## src/rtl/mux_scan_serializer.sv

```systemverilog
// -----------------------------------------------------------------------------
// mux_scan_serializer
//
// Serializes an 8-bit word by steering an external 8:1 mux. The held word
// (mux_in_o) and the bit index (sel_o) go out to the mux. The selected bit
// comes back on mux_out_i and is passed straight through to sout_o.
//
// Handshakes (valid/ready on both sides):
//   A transfer happens on a rising edge where valid & ready are both 1.
//   Valid never depends on ready. A source holds its valid and data until
//   the transfer happens. On the serial side, sout_valid_o stays high and
//   sel_o stays put until the sink accepts the bit.
//
// Ports:
//   clk_i          sole clock, rising edge
//   rst_n_i        asynchronous, active-low reset
//   din_i[7:0]     parallel word to serialize
//   load_valid_i   din_i is valid
//   load_ready_o   block accepts din_i this cycle
//   mux_in_o[7:0]  held word, drives the data inputs of the external mux
//   sel_o[2:0]     bit index, drives the select of the external mux
//   mux_out_i      bit selected by the external mux
//   sout_o         serial data bit (equal to mux_out_i)
//   sout_valid_o   sout_o holds a valid bit
//   sout_ready_i   sink accepts sout_o this cycle
//   sout_last_o    current bit is the 8th bit of its word
//   word_cnt_o     count of fully sent words, modulo 256
//   state_o        debug view of the FSM: 0 = IDLE, 1 = SHIFT
// -----------------------------------------------------------------------------
module mux_scan_serializer #(
    parameter bit LSB_FIRST = 1'b1
) (
    input  logic       clk_i,
    input  logic       rst_n_i,
    input  logic [7:0] din_i,
    input  logic       load_valid_i,
    output logic       load_ready_o,
    output logic [7:0] mux_in_o,
    output logic [2:0] sel_o,
    input  logic       mux_out_i,
    output logic       sout_o,
    output logic       sout_valid_o,
    input  logic       sout_ready_i,
    output logic       sout_last_o,
    output logic [7:0] word_cnt_o,
    output logic       state_o
);

    typedef enum logic {
        IDLE  = 1'b0,
        SHIFT = 1'b1
    } state_t;

    localparam logic [2:0] SEL_FIRST = LSB_FIRST ? 3'd0 : 3'd7;

    state_t     state_q, state_d;
    logic [7:0] mux_in_q, mux_in_d;
    logic [2:0] sel_q, sel_d;
    logic [2:0] bcnt_q, bcnt_d;
    logic [7:0] word_cnt_q, word_cnt_d;

    logic shifting;
    logic last;
    logic xfer;
    logic load;

    assign shifting = (state_q == SHIFT);
    assign last     = shifting && (bcnt_q == 3'd7);
    assign xfer     = shifting && sout_ready_i;

    // Ready is gated by rst_n_i so that it reads 0 while reset is held.
    // In SHIFT, a new word is taken only when the last bit leaves this
    // cycle. That is what lets words run back-to-back with no idle cycle.
    assign load_ready_o = rst_n_i && (!shifting || (xfer && last));
    assign load         = load_valid_i && load_ready_o;

    always_comb begin
        state_d    = state_q;
        mux_in_d   = mux_in_q;
        sel_d      = sel_q;
        bcnt_d     = bcnt_q;
        word_cnt_d = word_cnt_q;

        if (xfer) begin
            if (last) begin
                // The word is complete. sel and the held word keep their
                // values; a load in this same cycle overrides them below.
                word_cnt_d = word_cnt_q + 8'd1;
                state_d    = IDLE;
            end else begin
                bcnt_d = bcnt_q + 3'd1;
                sel_d  = LSB_FIRST ? (sel_q + 3'd1) : (sel_q - 3'd1);
            end
        end

        if (load) begin
            mux_in_d = din_i;
            bcnt_d   = 3'd0;
            sel_d    = SEL_FIRST;
            state_d  = SHIFT;
        end
    end

    always_ff @(posedge clk_i or negedge rst_n_i) begin
        if (!rst_n_i) begin
            state_q    <= IDLE;
            mux_in_q   <= 8'h00;
            sel_q      <= 3'b000;
            bcnt_q     <= 3'd0;
            word_cnt_q <= 8'h00;
        end else begin
            state_q    <= state_d;
            mux_in_q   <= mux_in_d;
            sel_q      <= sel_d;
            bcnt_q     <= bcnt_d;
            word_cnt_q <= word_cnt_d;
        end
    end

    assign mux_in_o     = mux_in_q;
    assign sel_o        = sel_q;
    assign sout_o       = mux_out_i;
    assign sout_valid_o = shifting;
    assign sout_last_o  = last;
    assign word_cnt_o   = word_cnt_q;
    assign state_o      = shifting;

endmodule
```

## config.mk

```make
export PLATFORM = sky130hd
export DESIGN_NAME = mux_scan_serializer
export DESIGN_NICKNAME = d
export VERILOG_FILES = /design/src/rtl/mux_scan_serializer.sv
export SDC_FILE = /design/constraint.sdc
export NUM_CORES = 1
export LEC_CHECK = 0
export ABC_CLOCK_PERIOD_IN_PS = 3820
export CELL_PAD_IN_SITES_DETAIL_PLACEMENT = 0
export CELL_PAD_IN_SITES_GLOBAL_PLACEMENT = 1
export CORE_UTILIZATION = 36
export CTS_CLUSTER_SIZE = 30
export DETAILED_ROUTE_END_ITERATION = 8
export GPL_ROUTABILITY_DRIVEN = 0
export GPL_TIMING_DRIVEN = 0
export HOLD_SLACK_MARGIN = 0.15
export PLACE_DENSITY = 0.83
export SETUP_SLACK_MARGIN = 0.1
export SYNTH_ARGS = -nofsm -noshare
export SYNTH_HDL_FRONTEND = slang
export SYNTH_SLANG_ARGS = --single-unit
export TNS_END_PERCENT = 20
```

## constraint.sdc

```tcl
create_clock -name clk_i -period 3.82 [get_ports clk_i]
set_clock_uncertainty 0.15 [all_clocks]
set_input_delay 0.764 -clock clk_i [delete_from_list [all_inputs] [get_ports clk_i]]
set_output_delay 0.764 -clock clk_i [all_outputs]
set_load 0.05 [all_outputs]
```

==> flow_metrics.tcl <==
set metrics [dict create \
    die_x_um 55.6 \
    postSynthCellCount 80 \
    cts_root_buf "clkbuf_4" \
    grt_use_met1 0.166 \
    cp_slowest_cell "clkdlybuf4s50_1" \
    gr-total-overflow 0 \
    clkPwrFrac 0.088 \
    maxSlewHeadroom 0.602 \
    worstMarginPinSlew_ns 0.598 \
    viasPerCell 4.82 \
    grt_max_degree 26 \
    p_int_uw 660 \
    tns_ns 0 \
    cts_sinks 23 \
    grt_pass1_wl_mm 3.21 \
    final_cells 150 \
    fin_util 0.529 \
    grtUsageTotal 0.130 \
    routed_wl_mm 1.84 \
    setup_viol 0 \
    use_met2 0.219 \
    synth.avg_cell_area_um2 12.9 \
    die-area_um2 3090 \
    post_cts_buffers 0 \
    worst-setup-path-type "primary input to output port" \
    fmaxAchievable_ghz 0.300 \
    power.density_nw_per_um2 861 \
    gr-usage-met3 0.0279 \
    grt_busiest_layer "met2" \
    switching_share 0.470 \
    critPathLaunch "sout_ready_i" \
    start_util 0.378 \
    drt_iter0_markers 3 \
    cts_tree "built" \
    first_pass_iters 2 \
    arrival_ns 2.41 \
    p_leak_uw 0.000666 \
    drive_gt1_frac 0.151 \
    layout_commonest_cell "clkdlybuf4s50_1" \
    crit_path_max_incr_delay_ns 0.80 \
    mostFrequentLayoutCells "34 x clkdlybuf4s50_1, 23 x dfrtp_1, 8 x nor2_1" \
    synth_seq_cells 23 \
    cts_hold_buf 0 \
    yosys_warnings 0 \
    period_needed_ns 3.33 \
    postRouteAntennaNets 0 \
    hpwl_mm 1.41 \
    cts_max_level 1 \
    end_kind "output port" \
    syn_area_um2 1030 \
    ys_seq_area_frac 0.557 \
    clkTransAtPathRegs_ns 0.12 \
    clk_path_buf_depth 2 \
    p_switching_uw 584 \
    io_pins 37 \
    hold_viol 0 \
    fin_nets 137 \
    pwr-share-comb 0.583 \
    ir_drop_mv 0.482 \
    drc_errors 0 \
    period_share 0.871 \
    critPathLaunchType "primary input" \
    holdWs_ns 0.284 \
    ys_types 21 \
    cp_cell_sequence "clkdlybuf4s50_1 -> a21bo_1 -> and2_1 -> clkdlybuf4s50_1" \
    rr_startpoint "bcnt_q[0]" \
    power_frac_seq 0.329 \
    n_antenna_cell 0 \
    wl_per_cell_um 12.3 \
    grt_pass1_vias 751 \
    worstPathMaxFanout 5 \
    cts_buffers 3 \
    core-area_um2 2730 \
    crit_path_frequent_cell "clkdlybuf4s50_1" \
    insertion_delay_ns 0.30 \
    vias 723 \
    drv_slew 0 \
    syn_nets 97 \
    die_y_um 55.6 \
    rsz0062_at_grt "no" \
    port-buffer-count 35 \
    cap_violations 0 \
    required_ns 2.91 \
    grt_antenna_before_repair 0 \
    min_path_type "primary input to async pin" \
    power_uw 1240 \
    syn_to_final_growth_pct 39.8 \
    status "finished clean" \
    rows 19 \
    dp.cells 146 \
]
[power by group through the flow]
stage	combinational, µW	clock, µW	sequential (µW)
floorplan	237	0	673
global placement	721	0	410
detailed placement	731	0	417
CTS	733	116	412
global route	773	128	423
finish	725	110	410
[final timing paths]
kind / end / slack, ns / cells after the start
max: load_ready_o / 0.49 / 4
min: word_cnt_o[7] / 0.28 / 1
max reg2reg: mux_in_o[2] / 1.79 / 7
min reg2reg: word_cnt_o[7] / 0.34 / 1
max in group asynchronous: mux_in_o[3] / 2.84 / 1
min in group clk_i: word_cnt_o[7] / 0.34 / 1
[through the flow]
step,instance area (µm²),setup WS (ns)
after global routing,1450,0.415
after global placement,1420,-0.159
final,1450,0.491
after detailed placement,1420,-0.163
after floorplan,1030,1.61
after CTS,1450,0.105
[layout make-up]
type,count,area (µm²)
multi-input cells,51,413
clock inverters,1,5.00
fillers,260,1290
flip-flops and latches,23,576
plain buffers,4,37.5
repair buffers,35,345
well taps,31,38.8
clock buffers,3,22.5
inverters,2,7.51
[synthesized netlist by cell type, drive strengths merged]
| library cell | instances | area share |
|---|---|---|
| nor2b | 1 | 0.0061 |
| nand4 | 2 | 0.012 |
| nand3b | 1 | 0.0073 |
| nor3 | 2 | 0.0097 |
| a21bo | 1 | 0.0097 |
| mux2i | 3 | 0.029 |
| mux2 | 9 | 0.11 |
| xnor2 | 3 | 0.025 |
| and2 | 2 | 0.012 |
| inv | 2 | 0.0073 |
| buf | 4 | 0.036 |
| xor2 | 7 | 0.059 |
| nor4 | 1 | 0.0061 |
| nand4b | 1 | 0.0085 |
| nand3 | 2 | 0.0097 |
| nand2 | 4 | 0.015 |
| dfrtp | 23 | 0.56 |
| nor2 | 8 | 0.029 |
| ha | 4 | 0.048 |
[critical path: cells and delay by family]
kind / cells / cell delay [ns]
buffers and inverters: 2 / 1.36
AOI/OAI and AO/OA: 1 / 0.16
and+or+nand+nor: 1 / 0.13
[routing by layer]
metal	vias to the layer above	wire length, µm
li1	343	-
met1	360	802
met2	20	940
met3	0	97
met4	0	0
met5	-	0
[sequential cells by signal, indices dropped and copies added (netlist names)]
| register | flops |
|---|---|
| mux_in_o | 8 |
| sout_valid_o | 1 |
| sel_o | 3 |
| word_cnt_o | 8 |
| bcnt_q | 3 |
[cells by family (layout without fill, tap and decap cells)]
logic type / after synthesis / count (layout) / share of synthesized area
AND/OR/NAND/NOR: 24 / 24 / 0.115
flip-flops: 23 / 23 / 0.557
multiplexers: 12 / 12 / 0.142
XOR/XNOR: 10 / 10 / 0.0848
buffers and inverters: 6 / 45 / 0.0436
adder cells (fa/ha/maj): 4 / 4 / 0.0484
AO/OA/AOI/OAI: 1 / 1 / 0.00969
[repair_timing]
action	4_1_cts	5_1_grt
endpoints found under the setup margin	1	1
resized for setup	1	2
cloned	0	0
Power figures use the tool's default switching activity.
